File: config.mk
export PLATFORM = sky130hd
export DESIGN_NAME = tx_packet_arbiter
export DESIGN_NICKNAME = d
export VERILOG_FILES = /design/src/rtl/ucaspian_pkg.sv /design/src/rtl/rr_pick.sv /design/src/rtl/tx_packet_arbiter.sv
export SDC_FILE = /design/constraint.sdc
export NUM_CORES = 1
export LEC_CHECK = 0
export CAP_MARGIN = 20
export CELL_PAD_IN_SITES_DETAIL_PLACEMENT = 0
export CELL_PAD_IN_SITES_GLOBAL_PLACEMENT = 1
export CORE_MARGIN = 2
export CORE_UTILIZATION = 37
export DETAILED_ROUTE_END_ITERATION = 16
export HOLD_SLACK_MARGIN = 0.06
export PLACE_DENSITY_LB_ADDON = 0.1
export SKIP_LAST_GASP = 1
export SYNTH_ARGS = -nofsm -noshare
export SYNTH_HDL_FRONTEND = slang
export SYNTH_SLANG_ARGS = --single-unit
export TNS_END_PERCENT = 30
File: constraint.sdc
create_clock -name clk -period 9.6 [get_ports clk]
set_input_delay 1.92 -clock clk [delete_from_list [all_inputs] [get_ports clk]]
set_output_delay 1.92 -clock clk [all_outputs]
set_load 0.03 [all_outputs]
File: src/rtl/ucaspian_pkg.sv
// Shared constants and types for the uCaspian host TX path.
package ucaspian_pkg;

    localparam int unsigned NUM_TX_SRC = 4;

    localparam int unsigned SRC_ACK    = 0;
    localparam int unsigned SRC_FIRE   = 1;
    localparam int unsigned SRC_TIME   = 2;
    localparam int unsigned SRC_METRIC = 3;

    typedef enum logic [0:0] {
        StIdle,
        StLocked
    } arb_state_e;

endpackage

File: src/rtl/rr_pick.sv
// Round-robin picker: first set request strictly after ptr, wrapping modulo NUM_REQ.
module rr_pick #(
    parameter int unsigned NUM_REQ = 4,
    parameter int unsigned IDX_W   = (NUM_REQ > 1) ? $clog2(NUM_REQ) : 1
) (
    input  logic [NUM_REQ-1:0] req,
    input  logic [IDX_W-1:0]   ptr,
    output logic [NUM_REQ-1:0] gnt,
    output logic [IDX_W-1:0]   idx,
    output logic               any
);

    always_comb begin
        gnt = '0;
        idx = '0;
        any = 1'b0;
        for (int unsigned i = 1; i <= NUM_REQ; i++) begin
            int unsigned j;
            j = (32'(ptr) + i) % NUM_REQ;
            if (!any && req[IDX_W'(j)]) begin
                any              = 1'b1;
                gnt[IDX_W'(j)]   = 1'b1;
                idx              = IDX_W'(j);
            end
        end
    end

endmodule

File: src/rtl/tx_packet_arbiter.sv
// Packet-level arbiter merging per-source byte streams onto the host TX channel
// through a registered one-byte output stage.
module tx_packet_arbiter
    import ucaspian_pkg::*;
#(
    parameter int unsigned NUM_SRC = NUM_TX_SRC,
    parameter int unsigned MAX_LEN = 8,
    parameter int unsigned PRIO0   = 1
) (
    input  logic                       clk,
    input  logic                       reset,
    input  logic [NUM_SRC*8-1:0]       src_data,
    input  logic [NUM_SRC-1:0]         src_vld,
    input  logic [NUM_SRC-1:0]         src_last,
    output logic [NUM_SRC-1:0]         src_rdy,
    output logic [7:0]                 tx_data,
    output logic                       tx_vld,
    input  logic                       tx_rdy,
    output logic [$clog2(NUM_SRC)-1:0] grant_idx,
    output logic                       busy,
    output logic                       len_err
);

    localparam int unsigned IDX_W = $clog2(NUM_SRC);
    localparam int unsigned CNT_W = $clog2(MAX_LEN + 1);

    arb_state_e         state_q, state_d;
    logic [IDX_W-1:0]   grant_q, grant_d;
    logic [IDX_W-1:0]   rr_ptr_q, rr_ptr_d;
    logic [CNT_W-1:0]   cnt_q, cnt_d;
    logic               tx_vld_q, tx_vld_d;
    logic [7:0]         tx_data_q, tx_data_d;
    logic               len_err_q, len_err_d;

    logic [NUM_SRC-1:0] rr_gnt;
    logic [IDX_W-1:0]   rr_idx;
    logic               rr_any;

    logic [NUM_SRC-1:0] onehot;
    logic [IDX_W-1:0]   sel;
    logic               req;
    logic               can_accept;
    logic               accept;
    logic               at_max;
    logic               pkt_end;

    rr_pick #(
        .NUM_REQ (NUM_SRC),
        .IDX_W   (IDX_W)
    ) u_rr_pick (
        .req (src_vld),
        .ptr (rr_ptr_q),
        .gnt (rr_gnt),
        .idx (rr_idx),
        .any (rr_any)
    );

    always_comb begin
        onehot = '0;
        sel    = grant_q;
        req    = 1'b0;
        // A locked packet is never preempted; the source-0 override only applies when idle.
        if (state_q == StLocked) begin
            onehot[grant_q] = 1'b1;
            sel             = grant_q;
            req             = src_vld[grant_q];
        end else if (PRIO0 != 0 && src_vld[SRC_ACK]) begin
            onehot[SRC_ACK] = 1'b1;
            sel             = IDX_W'(SRC_ACK);
            req             = 1'b1;
        end else begin
            onehot = rr_gnt;
            sel    = rr_idx;
            req    = rr_any;
        end

        can_accept = !tx_vld_q || tx_rdy;
        src_rdy    = (can_accept && reset) ? onehot : '0;
        accept     = can_accept && req && reset;
    end

    always_comb begin
        state_d   = state_q;
        grant_d   = grant_q;
        rr_ptr_d  = rr_ptr_q;
        cnt_d     = cnt_q;
        tx_vld_d  = tx_vld_q;
        tx_data_d = tx_data_q;
        len_err_d = len_err_q;

        at_max  = (cnt_q == CNT_W'(MAX_LEN - 1));
        pkt_end = src_last[sel] || at_max;

        if (accept) begin
            tx_vld_d  = 1'b1;
            tx_data_d = src_data[{sel, 3'b000} +: 8];
            if (state_q == StIdle) begin
                grant_d = sel;
            end
            if (pkt_end) begin
                state_d  = StIdle;
                cnt_d    = '0;
                rr_ptr_d = sel;
                if (!src_last[sel]) begin
                    len_err_d = 1'b1;
                end
            end else begin
                state_d = StLocked;
                cnt_d   = cnt_q + 1'b1;
            end
        end else if (tx_rdy) begin
            tx_vld_d = 1'b0;
        end
    end

    always_ff @(posedge clk or negedge reset) begin
        if (!reset) begin
            state_q   <= StIdle;
            grant_q   <= '0;
            rr_ptr_q  <= IDX_W'(NUM_SRC - 1);
            cnt_q     <= '0;
            tx_vld_q  <= 1'b0;
            tx_data_q <= '0;
            len_err_q <= 1'b0;
        end else begin
            state_q   <= state_d;
            grant_q   <= grant_d;
            rr_ptr_q  <= rr_ptr_d;
            cnt_q     <= cnt_d;
            tx_vld_q  <= tx_vld_d;
            tx_data_q <= tx_data_d;
            len_err_q <= len_err_d;
        end
    end

    assign tx_data   = tx_data_q;
    assign tx_vld    = tx_vld_q;
    assign grant_idx = grant_q;
    assign busy      = (state_q == StLocked);
    assign len_err   = len_err_q;

endmodule

Yosys cells after proc, flatten, opt, wreduce, memory -nomap -nowiden
Index checks and enable logic that the tools add are counted.
{"block": "op_classes", "n_mux": 46, "bitwise_logic": 5, "mul": 0, "reduce_logical": 21, "magnitude_cmp": 11, "eq_ne": 1, "n_shift": 1, "addsub": 5, "div": 0}
{"operator": "$shiftx 32x6->8", "count": 1}
{"operator": "$mux 4", "count": 7}
{"operator": "$mux 1", "count": 21}
{"operator": "$lt 2x3->1 const B", "count": 6}
{"operator": "$bmux 1 s2", "count": 6}
{"operator": "$mux 2", "count": 6}
{"operator": "$or 4x4->4", "count": 3}
{"operator": "$logic_and 1x1->1", "count": 11}
{"operator": "$demux 1 s2", "count": 5}
{"operator": "$ge 2x1->1 const B", "count": 5}
{"operator": "$add 2x1->2 const B", "count": 2}
{"operator": "$add 2x2->2 const B", "count": 2}
{"operator": "$add 4x1->4 const B", "count": 1}
{"operator": "$eq 4x3->1 const B", "count": 1}
{"operator": "$logic_not 1->1", "count": 4}
{"operator": "$reduce_and 2->1", "count": 2}
{"operator": "$mux 3", "count": 1}
{"operator": "$reduce_and 3->1", "count": 1}
{"operator": "$logic_or 1x1->1", "count": 2}
{"operator": "$not 1->1", "count": 2}
{"operator": "$reduce_bool 2->1", "count": 1}
{"block": "word_totals", "mem_count": 0, "ramBits": 0, "output_inout_bits": 17, "register_bits": 19, "input_bits": 43, "latch_bits": 0, "romBits": 0}

Depth between registers and ports, before layout
{"block": "depth", "ltp_word": 19, "depth_mapped": 13, "mapped_depth_nobuf": 9}

Hierarchy
From an unflattened synthesis, not the netlist that was laid out.
{"block": "unflattened", "hier_cells": 190, "hier_area_um2": 1865.5}
{"mod": "tx_packet_arbiter", "area_each_um2": 1236.2, "cells_each": 104, "instances": 1}
{"mod": "rr_pick", "area_each_um2": 629.4, "cells_each": 86, "instances": 1}

Worst setup path after synthesis
OpenSTA, ideal clock, no wires.
{"block": "synth_path", "kind": "input -> output", "from": "input port src_vld[3]", "to": "output port src_rdy[3]", "arrival_time_ns": 3.795, "slack_ns": 3.885, "cell_stages": 8, "required_ns": 7.680, "n_path_buf": 1, "cell_sequence": "or3b_1 -> a2111oi_1 -> or3_1 -> buf_2 -> a22oi_1 -> o21ai_0 -> nand2_1 -> a21oi_1"}
{"block": "synth_between", "elab_chain_cells": 15}
{"element": "from (decl)", "line_no": "tx_packet_arbiter.sv:13", "source": "input logic [NUM_SRC-1:0] src_vld,"}
{"element": "$bmux 1 s2", "line_no": "rr_pick.sv:20", "source": "if (!any && req[IDX_W'(j)]) begin"}
{"element": "$mux 1 (implied by the code)", "line_no": "rr_pick.sv:20"}
{"element": "$mux 1", "line_no": "rr_pick.sv:20"}
{"element": "$logic_not 1->1", "line_no": "rr_pick.sv:20"}
{"element": "$logic_and 1x1->1", "line_no": "rr_pick.sv:20"}
{"element": "$mux 1", "line_no": "rr_pick.sv:20"}
{"element": "$logic_not 1->1", "line_no": "rr_pick.sv:20"}
{"element": "$logic_and 1x1->1", "line_no": "rr_pick.sv:20"}
{"element": "$mux 1", "line_no": "rr_pick.sv:20"}
{"element": "$logic_not 1->1", "line_no": "rr_pick.sv:20"}
{"element": "$logic_and 1x1->1", "line_no": "rr_pick.sv:20"}
{"element": "$mux 4 *", "line_no": "rr_pick.sv:20"}
{"element": "$mux 3 *", "line_no": "tx_packet_arbiter.sv:67", "source": "end else if (PRIO0 != 0 && src_vld[SRC_ACK]) begin"}
{"element": "$mux 4 *", "line_no": "tx_packet_arbiter.sv:63", "source": "if (state_q == StLocked) begin"}
{"element": "$mux 4 *", "line_no": "tx_packet_arbiter.sv:78", "source": "src_rdy = (can_accept && reset) ? onehot : '0;"}
{"element": "to (decl)", "line_no": "tx_packet_arbiter.sv:15", "source": "output logic [NUM_SRC-1:0] src_rdy,"}
Mark *: on every way between the ends. The rest lies on a longest branch, timed or not. The select of a mux whose other input is x is not followed.

Worst setup path in the final report
{"block": "layout_path", "from": "input port src_vld[2]", "to": "output port src_rdy[3]"}
The elaborated chain is that of the path after synthesis.

==> results by group <==
Power
  • Power, Total: approximately 0.73 mW
  • Clock network fraction of total power: 0.079
  • Sw Ratio: 0.4919
  • Leakage power: between 1 and 1.5 nW
  • Sw Pwr: 0.3577 mW
  • Comb power frac: 0.687
  • Pwr dens: 285.2 nW/um^2
  • P_int: 0.3695 mW
  • Maximum vdd drop: 0.0001416 V
  • Sequential Power Share: 0.234

Route
  • Drt pass-1 iters: 4
  • WL/cell: 15.27 um
  • Final wirelength: 4948 um
  • # DRC: 0
  • Routed vias/inst: between 5 and 6
  • Post-route ant nets: 0
  • Vias: 1767
  • 1st-iter DRT viols: 78

GRT
  • Initial antenna violation count: 0
  • GRT Total Usage: 0.1828
  • Total gr overflow: 0
  • First-pass GRT wire length: 8142 um
  • Vias in the first global route: 1709
  • Largest net degree at the start of global routing: 23

Synth
  • Mapped Area: roughly 1900 um^2
  • Ys flop type: dfrtp_1
  • Post-synth EDFFs: 0
  • Synth warn: 0
  • Gate Count Post-Synth: about 200
  • Mean Syn Cell Area: 9.280 um^2
  • Mapped Nets: 256
  • Post-synth cell types: 56
  • Asr flop ratio synth: 1.000
  • Sequential share of the synthesized area: 0.2525
  • Flops & latches, synth: 19

Critical path
  • Nature of the critical path startpoint: input port
  • Worst path slowest cell: clkdlybuf4s50_1
  • Crit path buf inv count: 2
  • CP delay by family, top: buffers and inverters
  • CP Capture Type: primary output
  • Cell repeated most along the worst path: clkdlybuf4s50_1
  • Worst Path Arrival: 5.06 ns
  • Crit-path cells: clkdlybuf4s50_1 -> or3b_1 -> a2111oi_1 -> or3_1 -> a22oi_1 -> o21ai_0 -> nand2_1 -> a21oi_1 -> clkdlybuf4s50_1
  • Crit path required time: 7.68 ns
  • Crit-path max FO: 12
  • CP peak stage delay: 0.69 ns
  • Worst Path Class, Setup: in2out

STA
  • Worst setup margin: 2.623 ns
  • Slew HR: 0.4710
  • Final period utilization: 0.7268
  • Clk_skew: roughly 0.0052 ns
  • Worst Tran Pin Value: 0.7935 ns
  • Setup TNS Final: 0 ns
  • Tmin final: 6.977 ns
  • Final Setup Violations: 0
  • Final Hold Vio Count: 0
  • Max Freq: 0.1433 GHz
  • RSZ-0062 raised after global routing: false
  • Max Slew Vio Count: 0

Floorplanning
  • Full die area: 5705 um^2
  • Die outline height: 75.53 um
  • Die width: around 76 um
  • # IOs: 60
  • Initial core utilization: 0.3779
  • Core region area: 5010 um^2
  • Row count: 26

Run
  • Max cap viols: 0

Finish
  • # diodes: 0
  • Reg area: 478.0 um^2
  • Layout cells sized above 1: 0.1063
  • Commonest non-fill, non-tap cells in the layout: clkdlybuf4s50_1, nand2_1, mux2i_1
  • Commonest non-fill, non-tap cell in the layout: clkdlybuf4s50_1
  • Multi-input logic area: 1306 um^2
  • Final net count: 307
  • Fillers: slightly above 500
  • Non-filler cells, final: 324
  • Synthesis-to-finish area growth: 34.70%

Clocking
  • Total CTS buffers: 3
  • Clk_lat worst skew: 0.26 ns
  • Post-CTS setup buffer count: 0
  • Htree depth: 1
  • Clk sinks: 19
  • CTS resizes: 0
  • Clock transition at the registers of the reported paths: 0.07 ns
  • CTS Buffer Depth: 2
  • Hold-fix buffers, CTS: 0
  • Root Driver: clkbuf_8
  • CTS tree: yes

Placed design
  • Pre-CTS setup slack: ~2.7 ns
  • Gpl congestion: 0.7772
  • HPWL after DPL: between 3000 and 4000 um
  • Cells after DPL: 320
  • Port bufs: between 50 and 60

Min path
  • Worst hold path type: reg2reg

Run status
  • Status: completed
==> cell type report <==
type	count	share of cell area
well taps	70	0.03435
clock inverters	1	0.001963
inverters	7	0.01030
clock buffers	3	0.01619
multi-input cells	163	0.5123
repair buffers	61	0.2375
flip-flops and latches	19	0.1874
==> cell usage after synthesis, types with 4 or more instances <==
| cell | number | area [um^2] |
|---|---|---|
| mux4_2 | 4 | 90.09 |
| dfrtp_1 | 17 | 425.4 |
| a21oi_1 | 9 | 45.04 |
| a22oi_1 | 8 | 60.06 |
| inv_1 | 7 | 26.28 |
| nor2_1 | 13 | 48.80 |
| o21ai_2 | 4 | 35.03 |
| buf_2 | 6 | 30.03 |
| ha_1 | 9 | 112.6 |
| mux2i_1 | 19 | 190.2 |
| clkbuf_1 | 4 | 15.01 |
| nand2_1 | 24 | 90.09 |
| o221ai_1 | 8 | 70.07 |
| o21ai_0 | 9 | 45.04 |
==> stage by stage <==
step / hold slack (ns) / utilization / area (um^2)
CTS: 0.4864 / 0.5090 / 2550
detailed placement: 0.4659 / 0.4998 / 2504
global placement: 0.4631 / 0.4998 / 2504
floorplan: 0.4797 / - / 1893
global route: 0.5056 / 0.5090 / 2550
finish: 0.4838 / 0.5090 / 2550
==> power by group through the flow <==
stage          Clock, mW  Combinational (mW)  Sequential (mW)
2_1_floorplan          0               0.346            0.188
5_1_grt           0.0612               0.547            0.179
3_3_place_gp           0               0.506            0.172
4_1_cts           0.0585               0.505            0.172
3_5_place_dp           0               0.500            0.173
6_report          0.0574               0.499            0.170
==> sequential cells by signal (all words and copies together), names as in the netlist <==
register	flops
busy	1
cnt_q	4
grant_idx	2
len_err	1
rr_ptr_q	2
tx_data	8
tx_vld	1
==> cells by family after synthesis <==
group	after synthesis	share of synthesized area
adder cells (fa/ha/maj)	9	0.05949
AO/OA/AOI/OAI	63	0.2637
multiplexers	29	0.1937
AND/OR/NAND/NOR	62	0.1672
flip-flops	19	0.2525
buffers and inverters	22	0.06345
==> per-layer routing <==
| layer | wire, um | global-route usage | up-vias |
|---|---|---|---|
| li1 | - | - | 875 |
| met1 | 2166 | 0.2343 | 844 |
| met2 | 2541 | 0.3295 | 44 |
| met3 | 202 | 0.02513 | 4 |
| met4 | 38 | 0.03509 | 0 |
| met5 | 0 | 0 | - |
==> final timing paths <==
| path | start | endpoint | slack [ns] | cells past startpoint |
|---|---|---|---|---|
| worst max-delay path | src_vld[2] | src_rdy[3] | 2.62 | 9 |
| worst min-delay path | len_err$_DFFE_PN0P_ | len_err$_DFFE_PN0P_ | 0.48 | 1 |
| max in group asynchronous | reset | rr_ptr_q[0]$_DFFE_PN1P_ | 7.33 | 2 |
| min in group asynchronous | reset | tx_data[4]$_DFFE_PN0N_ | 2.00 | 2 |
| worst min register to register | len_err$_DFFE_PN0P_ | len_err$_DFFE_PN0P_ | 0.48 | 1 |
| worst max register to register | rr_ptr_q[0]$_DFFE_PN1P_ | cnt_q[3]$_DFFE_PN0N_ | 5.76 | 10 |
Power figures use the tool's default switching activity.
